===== src/rtl/inert_seq.sv =====
// inert_seq: power-up configuration and yaw-rate read sequencer
// that sits in front of the inertial sensor's SPI monarch.
module inert_seq #(
    parameter int unsigned INIT_WAIT = 65535
) (
    input  logic        clk,
    input  logic        rst_n,
    input  logic        INT,
    input  logic        done,
    input  logic [15:0] rd_data,
    output logic        wrt,
    output logic [15:0] cmd,
    output logic [15:0] yaw_rt,
    output logic        vld,
    output logic        init_done
);

    localparam logic [2:0] PWR_WT = 3'd0;
    localparam logic [2:0] CFG    = 3'd1;
    localparam logic [2:0] WT_INT = 3'd2;
    localparam logic [2:0] RD_L   = 3'd3;
    localparam logic [2:0] RD_H   = 3'd4;

    localparam logic [15:0] CMD_INT = 16'h0D02;
    localparam logic [15:0] CMD_ACC = 16'h1062;
    localparam logic [15:0] CMD_GYR = 16'h1162;
    localparam logic [15:0] CMD_RND = 16'h1460;
    localparam logic [15:0] CMD_YL  = 16'hA600;
    localparam logic [15:0] CMD_YH  = 16'hA700;

    localparam logic [15:0] CNT_LAST = 16'(INIT_WAIT - 1);

    logic [2:0]  r_state;
    logic [15:0] r_cnt;
    logic [1:0]  r_cfg_idx;
    logic        r_done_q;
    logic        r_int_s1;
    logic        r_int_s2;
    logic [7:0]  r_yaw_lo;
    logic        r_wrt;
    logic [15:0] r_cmd;
    logic [15:0] r_yaw_rt;
    logic        r_vld;
    logic        r_init_done;

    logic        w_cmplt;
    logic [1:0]  w_idx_nxt;
    logic [15:0] w_cfg_cmd;

    // done_q resets high so a done held across reset is not a completion
    assign w_cmplt   = done & ~r_done_q;
    assign w_idx_nxt = r_cfg_idx + 2'd1;

    always_comb begin
        case (w_idx_nxt)
            2'd1:    w_cfg_cmd = CMD_ACC;
            2'd2:    w_cfg_cmd = CMD_GYR;
            2'd3:    w_cfg_cmd = CMD_RND;
            default: w_cfg_cmd = CMD_INT;
        endcase
    end

    always_ff @(posedge clk or negedge rst_n) begin
        if (!rst_n) begin
            r_int_s1 <= 1'b0;
            r_int_s2 <= 1'b0;
            r_done_q <= 1'b1;
        end else begin
            r_int_s1 <= INT;
            r_int_s2 <= r_int_s1;
            r_done_q <= done;
        end
    end

    always_ff @(posedge clk or negedge rst_n) begin
        if (!rst_n) begin
            r_state     <= PWR_WT;
            r_cnt       <= 16'h0000;
            r_cfg_idx   <= 2'd0;
            r_yaw_lo    <= 8'h00;
            r_wrt       <= 1'b0;
            r_cmd       <= 16'h0000;
            r_yaw_rt    <= 16'h0000;
            r_vld       <= 1'b0;
            r_init_done <= 1'b0;
        end else begin
            r_wrt <= 1'b0;
            r_vld <= 1'b0;
            case (r_state)
                PWR_WT: begin
                    if (r_cnt != 16'hFFFF)
                        r_cnt <= r_cnt + 16'd1;
                    if (r_cnt == CNT_LAST) begin
                        r_wrt     <= 1'b1;
                        r_cmd     <= CMD_INT;
                        r_cfg_idx <= 2'd0;
                        r_state   <= CFG;
                    end
                end
                CFG: begin
                    if (w_cmplt) begin
                        if (r_cfg_idx != 2'd3) begin
                            r_cfg_idx <= w_idx_nxt;
                            r_wrt     <= 1'b1;
                            r_cmd     <= w_cfg_cmd;
                        end else begin
                            r_init_done <= 1'b1;
                            r_state     <= WT_INT;
                        end
                    end
                end
                WT_INT: begin
                    if (r_int_s2) begin
                        r_wrt   <= 1'b1;
                        r_cmd   <= CMD_YL;
                        r_state <= RD_L;
                    end
                end
                RD_L: begin
                    if (w_cmplt) begin
                        r_yaw_lo <= rd_data[7:0];
                        r_wrt    <= 1'b1;
                        r_cmd    <= CMD_YH;
                        r_state  <= RD_H;
                    end
                end
                RD_H: begin
                    if (w_cmplt) begin
                        r_yaw_rt <= {rd_data[7:0], r_yaw_lo};
                        r_vld    <= 1'b1;
                        r_state  <= WT_INT;
                    end
                end
                default: r_state <= PWR_WT;
            endcase
        end
    end

    assign wrt       = r_wrt;
    assign cmd       = r_cmd;
    assign yaw_rt    = r_yaw_rt;
    assign vld       = r_vld;
    assign init_done = r_init_done;

endmodule


===== config.mk =====
export PLATFORM = sky130hd
export DESIGN_NAME = inert_seq
export DESIGN_NICKNAME = d
export VERILOG_FILES = /design/src/rtl/inert_seq.sv
export SDC_FILE = /design/constraint.sdc
export NUM_CORES = 1
export LEC_CHECK = 0
export ABC_CLOCK_PERIOD_IN_PS = 2500
export CAP_MARGIN = 20
export CORE_MARGIN = 4
export CORE_UTILIZATION = 51
export CTS_CLUSTER_DIAMETER = 120
export DETAILED_ROUTE_END_ITERATION = 16
export GPL_TIMING_DRIVEN = 0
export PLACE_DENSITY = 0.83
export RECOVER_POWER = 25
export SETUP_SLACK_MARGIN = 0.1
export SLEW_MARGIN = 25
export SYNTH_ARGS = -nofsm -noshare
export SYNTH_HDL_FRONTEND = slang
export SYNTH_SLANG_ARGS = --single-unit

===== constraint.sdc =====
create_clock -name clk -period 2.5 [get_ports clk]
set_input_delay 0.5 -clock clk [delete_from_list [all_inputs] [get_ports clk]]
set_output_delay 0.5 -clock clk [all_outputs]
set_load 0.02 [all_outputs]

==> results.sh, run 1 <==
export IMPL_ys_top_cells_by_count="dfrtp_1 (56), mux2_2 (24), buf_4 (11), nand2_1 (11), xor2_1 (11)"
export IMPL_synth_top_cell_by_area="dfrtp_1"
export IMPL_final_cells=339
export IMPL_multiInputGateArea_um2=1080
export IMPL_worst_pin_slew_ns=1.04
export IMPL_setup_viol=0
export IMPL_critPathMaxStageDelay_ns=0.54
export IMPL_dieArea_um2=6350
export IMPL_area_delta_synth_final_pct=26.0
export IMPL_core_area_um2=4850
export IMPL_synth_enable_flop_cells=0
export IMPL_path_delay_family="buffers and inverters"
export IMPL_route_detailed_drc=0
export IMPL_cts_clk_slew_worst_paths_ns=0.06
export IMPL_synth_area_leaders="dfrtp_1 (53%), mux2_2 (10%), xor2_1 (3.7%)"
export IMPL_layout_drive_gt1_share_pct=24.6
export IMPL_grt_start_max_net_pins=45
export IMPL_grt_pass1_vias=1798
export IMPL_grt_overflow=0
export IMPL_postCtsHoldBufs=0
export IMPL_clock_latency_ns=0.33
export IMPL_grt_setup_unrepaired="no"
export IMPL_ff2ff_setup_slack_ns=0.39
export IMPL_synth_seq_cells=57
export IMPL_crit_path_end_kind="flop"
export IMPL_syn_inst=210
export IMPL_r2r_end="r_cnt[14]"
export IMPL_ys_seq_area_share_pct=54.4
export IMPL_power_density_nw_per_um2=1070
export IMPL_pre_cts_ws_ns=-0.142
export IMPL_die_x_um=79.7
export IMPL_worstSetupPathType="input pin to flop"
export IMPL_syn_area_um2=2620
export IMPL_num_rows=25
export IMPL_synthFlopType="dfrtp_1"
export IMPL_cts_buffer_depth=2
export IMPL_hpwl_um=3480
export IMPL_routedWlPerCell_um=14.2
export IMPL_fin_nets=291
export IMPL_cts_max_level=3
export IMPL_portBuffers=40
export IMPL_die_h_um=79.7
export IMPL_synth_cell_types=47
export IMPL_yosysWarnings=0
export IMPL_ant_nets=0
export IMPL_place_gp_congestion=0.788
export IMPL_start_kind="input pin"
export IMPL_num_vias=1775
export IMPL_slew_headroom_pct=30.9
export IMPL_status="completed"
export IMPL_synth_most_common_cell="dfrtp_1"
export IMPL_drt_iter0_drc=95
export IMPL_placed_cells=323
export IMPL_hold_class="input pin to asynchronous set/reset pin"
export IMPL_grt_pass1_wl_um=8490
export IMPL_cts_root_buf="clkbuf_8"
export IMPL_min_period_ns=2.16
export IMPL_cp_cell_sequence="clkdlybuf4s50_1 > nor3b_2 > nand2_1 > nor2_4 > buf_4 > mux2_2"
export IMPL_grt_util_all_layers_pct=17.5
export IMPL_cp_slowest_cell="clkdlybuf4s50_1"
export IMPL_r2r_start="r_cnt[1]"
export IMPL_avgSynthCellArea_um2=12.5
export IMPL_clkSinkCount=57
export IMPL_min_period_over_period_pct=86.5
export IMPL_skew_ns=0.00621
export IMPL_async_flop_share_pct=100
export IMPL_cp_num_buf_inv=2
export IMPL_start_util_pct=54.1
export IMPL_wl_um=4810
export IMPL_required_ns=2.71
export IMPL_drt_pass1_iter_count=4
export IMPL_ff_latch_area_um2=1430
export IMPL_antenna_cells=0
export IMPL_slew_violations=0
export IMPL_cts_tree="yes"
export IMPL_power_leakage_uw=0.00150
export IMPL_num_io_pins=55
export IMPL_reg2reg_depth=7
export IMPL_cts_buffers=9
export IMPL_max_vdd_ir_drop_mv=0.641
export IMPL_max_freq_mhz=462
export IMPL_setup_slack_ns=0.337
export IMPL_antenna_found_initial=0
export IMPL_fill_cells=346
export IMPL_arrival_ns=2.37
export IMPL_via_per_inst=5.24
export IMPL_hold_viol_final=0
export IMPL_startpoint="done"
export IMPL_netlist_area_leader_share_pct=53.4
export IMPL_power_uw=3550
export IMPL_drv_cap=0
export IMPL_crit_fanout=10
sequential cells by signal, indices dropped and copies added (netlist names):
signal     flops
cmd            6
wrt            1
init_done      1
r_done_q       1
r_cfg_idx      2
r_yaw_lo       8
yaw_rt        16
r_int_s2       1
r_int_s1       1
r_cnt         16
r_state        3
vld            1
per-layer routing:
layer / up-vias / track usage, % / part of all wire (%)
li1: 851 / - / -
met1: 859 / 22.6 / 43
met2: 57 / 26.2 / 48
met3: 8 / 6.77 / 7.8
met4: 0 / 7.22 / 1.4
met5: - / 0 / 0
cell families (layout without fill, tap and decap cells):
group | Yosys count | in the layout | share of synthesized area [%]
mux | 28 | 28 | 11.8
simple gates | 53 | 53 | 13.3
compound gates | 30 | 30 | 8.25
fa+ha+maj | 4 | 4 | 1.91
buf+inv | 22 | 79 | 5.11
other cells | 1 | 6 | 0.143
xor+xnor | 15 | 15 | 5.01
flops | 57 | 57 | 54.4
worst max-delay path by stage:
| stage | to | slack, ns | cells after the start |
|---|---|---|---|
| 6_report | yaw_rt[7] | 0.34 | 6 |
| 5_1_grt | yaw_rt[7] | 0.23 | 6 |
| 4_1_cts | yaw_rt[7] | 0.21 | 6 |
| 3_5_place_dp | yaw_rt[7] | -0.14 | 6 |
| 3_3_place_gp | r_cfg_idx[0] | -0.78 | 1 |
| 2_1_floorplan | r_cnt[12] | 0.62 | 7 |
stage by stage:
stage,instance area [um2],TNS (ns),hold WS [ns],util [%]
after detailed placement,3140,-1.18,0.336,64.8
final,3300,0,0.204,68.2
after global placement,3130,-44.47,0.335,64.5
after global routing,3300,0,0.281,68.2
after CTS,3320,0,0.0175,68.4
after floorplan,2640,0,0.204,-
power by group:
group | switching, uW | total, uW | internal [uW]
sequential | 224 | 1430 | 1210
clock | 340 | 753 | 413
combinational | 684 | 1370 | 683
what timing repair did:
action / CTS / global route
resized for setup: 0 / 1
setup buffers: 0 / 0
endpoints found under the setup margin: 0 / 7
layout by cell type, fill, tap and decap left out, types with 2 or more instances in the layout:
| cell | n |
|---|---|
| mux2i_1 | 4 |
| a2111oi_2 | 2 |
| nor2b_1 | 5 |
| nand3_2 | 2 |
| xor2_1 | 11 |
| nand3_1 | 5 |
| nor3_1 | 3 |
| mux2_2 | 24 |
| buf_4 | 11 |
| o22ai_1 | 2 |
| nand3b_1 | 3 |
| nor2_1 | 6 |
| ha_1 | 4 |
| xnor2_1 | 4 |
| clkbuf_8 | 11 |
| a31oi_1 | 5 |
| buf_2 | 2 |
| o21ai_0 | 5 |
| dfrtp_1 | 56 |
| a211oi_1 | 3 |
| nand4_1 | 3 |
| clkdlybuf4s50_1 | 39 |
| nand2_1 | 11 |
| conb_1 | 6 |
| inv_1 | 5 |
| clkbuf_1 | 7 |
| a21oi_1 | 6 |
| and3_1 | 3 |
cell type report:
cell class                      instances  share of cell area, %
Clock buffer                           14                   4.92
Inverter                                5                  0.568
Tap cell                               67                   2.54
Timing Repair Buffer                   41                   12.1
Multi-Input combinational cell        136                   32.8
Clock inverter                          2                  0.379
Sequential cell                        57                   43.2
Buffer                                 17                   3.48
Note: power is estimated with default switching activity, not from simulation.
==> run 2: changes to the inputs <==
--- a/config.mk
+++ b/config.mk
@@ -5,14 +5,14 @@
 export SDC_FILE = /design/constraint.sdc
 export NUM_CORES = 1
 export LEC_CHECK = 0
-export ABC_CLOCK_PERIOD_IN_PS = 2500
+export ABC_CLOCK_PERIOD_IN_PS = 2700
 export CAP_MARGIN = 20
 export CORE_MARGIN = 4
-export CORE_UTILIZATION = 51
+export CORE_UTILIZATION = 54
 export CTS_CLUSTER_DIAMETER = 120
 export DETAILED_ROUTE_END_ITERATION = 16
 export GPL_TIMING_DRIVEN = 0
-export PLACE_DENSITY = 0.83
+export PLACE_DENSITY = 0.87
 export RECOVER_POWER = 25
 export SETUP_SLACK_MARGIN = 0.1
 export SLEW_MARGIN = 25
==> constraint.sdc (replaced) <==
create_clock -name clk -period 2.7 [get_ports clk]
set_input_delay 0.54 -clock clk [delete_from_list [all_inputs] [get_ports clk]]
set_output_delay 0.54 -clock clk [all_outputs]
set_load 0.02 [all_outputs]
==> run 2 against run 1 <==
Effect of this change: total power fell by 4.3%; sequential share of layout area fell by 0.37 points; die area fell by 5.0%; via count fell by 0.56%; non-clock buffer count did not move; setup slack improved by 0.083 ns; cell area rose by 0.87%; largest power group unchanged.
==> results.sh, run 2 (same netlist as run 1, synthesis figures left out) <==
export IMPL_status="completed"
export IMPL_area_delta_synth_final_pct=27.1
export IMPL_max_freq_mhz=439
export IMPL_drt_pass1_iter_count=4
export IMPL_cts_clk_slew_worst_paths_ns=0.07
export IMPL_power_leakage_uw=0.00152
export IMPL_portBuffers=40
export IMPL_start_util_pct=55.5
export IMPL_crit_fanout=10
export IMPL_grt_pass1_wl_um=8890
export IMPL_final_common_cell="dfrtp_1"
export IMPL_crit_end="yaw_rt[8]"
export IMPL_start_kind="input pin"
export IMPL_cts_tree="yes"
export IMPL_cp_cell_sequence="clkdlybuf4s50_1 > nor3b_2 > nand2_1 > nor2_2 > buf_4 > mux2_2"
export IMPL_slew_violations=0
export IMPL_antenna_cells=0
export IMPL_cp_slowest_cell="clkdlybuf4s50_1"
export IMPL_setup_viol=0
export IMPL_placed_cells=323
export IMPL_ant_nets=0
export IMPL_worst_pin_slew_ns=1.34
export IMPL_num_io_pins=55
export IMPL_final_cells=339
export IMPL_critical_path_depth=6
export IMPL_num_vias=1765
export IMPL_layout_drive_gt1_share_pct=26.1
export IMPL_core_area_um2=4720
export IMPL_route_detailed_drc=0
export IMPL_cts_buffer_depth=2
export IMPL_arrival_ns=2.51
export IMPL_fill_cells=343
export IMPL_grt_pass1_vias=1838
export IMPL_grt_start_max_net_pins=58
export IMPL_power_uw=3400
export IMPL_cts_resized=0
export IMPL_reg2reg_depth=7
export IMPL_cts_setup_buffers=0
export IMPL_grt_overflow=0
export IMPL_drv_cap=0
export IMPL_cp_num_buf_inv=2
export IMPL_worstSetupPathType="input pin to flop"
export IMPL_hpwl_um=3540
export IMPL_pre_cts_ws_ns=0.0811
export IMPL_hold_class="flop to flop"
export IMPL_clkSinkCount=57
export IMPL_critPathMaxStageDelay_ns=0.53
export IMPL_cts_root_buf="clkbuf_8"
export IMPL_r2r_start="r_cnt[1]"
export IMPL_cts_buffers=9
export IMPL_ff2ff_setup_slack_ns=0.54
export IMPL_required_ns=2.93
export IMPL_min_period_over_period_pct=84.4
export IMPL_min_delay_start="r_int_s1"
export IMPL_crit_path_end_kind="flop"
export IMPL_num_rows=25
export IMPL_die_x_um=77.7
export IMPL_grt_util_all_layers_pct=19.1
export IMPL_hold_viol_final=0
export IMPL_grt_setup_unrepaired="no"
export IMPL_setup_slack_ns=0.421
export IMPL_path_delay_family="simple AND/OR/NAND/NOR gates"
export IMPL_min_period_ns=2.28
export IMPL_drt_iter0_drc=118
export IMPL_max_vdd_ir_drop_mv=0.550
export IMPL_slew_headroom_pct=10.6
export IMPL_routedWlPerCell_um=15.3
export IMPL_skew_ns=0.0106
export IMPL_cts_max_level=3
export IMPL_postCtsHoldBufs=0
export IMPL_antenna_found_initial=0
export IMPL_wl_um=5180
export IMPL_dieArea_um2=6040
export IMPL_ff_latch_area_um2=1430
export IMPL_clock_latency_ns=0.34
export IMPL_r2r_end="r_cnt[12]"
export IMPL_place_gp_congestion=0.793
export IMPL_mostFrequentLayoutCells="dfrtp_1 (56), clkdlybuf4s50_1 (39), mux2_2 (24)"
export IMPL_fin_util_pct=70.6
export IMPL_startpoint="done"
export IMPL_fin_nets=291
export IMPL_die_h_um=77.7
export IMPL_via_per_inst=5.21
export IMPL_multiInputGateArea_um2=1080
export IMPL_power_density_nw_per_um2=1020
-- run 2: cell types whose count changed in the layout (fill, tap and decap cells not counted) --
cell,before,now
bufinv_16,0,1
nor2_2,0,1
clkbuf_8,11,10
clkinv_4,0,2
clkbuf_4,0,1
nor2_4,1,0
clkinvlp_4,1,2
clkbuf_1,7,3
-- run 2: worst min path at each step --
| stage | to | slack, ns | cells past startpoint |
|---|---|---|---|
| after floorplan | cmd[10] | 0.24 | 0 |
| after global placement | r_int_s2 | 0.36 | 0 |
| after detailed placement | r_int_s2 | 0.36 | 0 |
| after CTS | wrt | 0.18 | 2 |
| after global routing | r_int_s2 | 0.39 | 0 |
| final | r_int_s2 | 0.37 | 0 |
-- run 2: metrics by stage --
step                      hold WS [ns]  cell area [um2]  setup TNS, ns
after floorplan                  0.244             2640              0
after global placement           0.358             3130         -31.71
after detailed placement         0.362             3150              0
after CTS                        0.183             3360              0
after global routing             0.389             3330              0
final                            0.372             3330              0
-- run 2: layout make-up --
type,count,area share [%]
multi-input cells,136,32.4
flip-flops and latches,57,42.8
repair buffers,41,12.1
clock inverters,6,2.03
plain buffers,17,3.45
clock buffers,10,4.13
well taps,67,2.52
inverters,5,0.563
-- run 2: worst reg2reg max path, cell delays in order, from the launching register on --
cell and delay [ns]:
dfrtp_1 0.42, ha_1 0.16, buf_2 0.22, or4b_1 0.45
clkbuf_1 0.19, nor4_2 0.27, nand3_1 0.18, xnor2_1 0.16
-- run 2: per-layer routing --
layer | GRT usage [%] | vias to the layer above | wire (um) | part of all wire [%]
li1 | - | 847 | - | -
met1 | 24.2 | 864 | 2290 | 44
met2 | 30.2 | 40 | 2580 | 50
met3 | 3.60 | 14 | 161 | 3.1
met4 | 11.9 | 0 | 149 | 2.9
met5 | 0 | - | 0 | 0
-- run 2: report_power, final --
part | leakage, uW | switching [uW] | internal (uW) | total (uW)
combinational | 0.000687 | 636 | 632 | 1270
clock | 0.0000985 | 359 | 452 | 810
sequential | 0.000734 | 204 | 1120 | 1320
total | 0.00152 | 1200 | 2200 | 3400
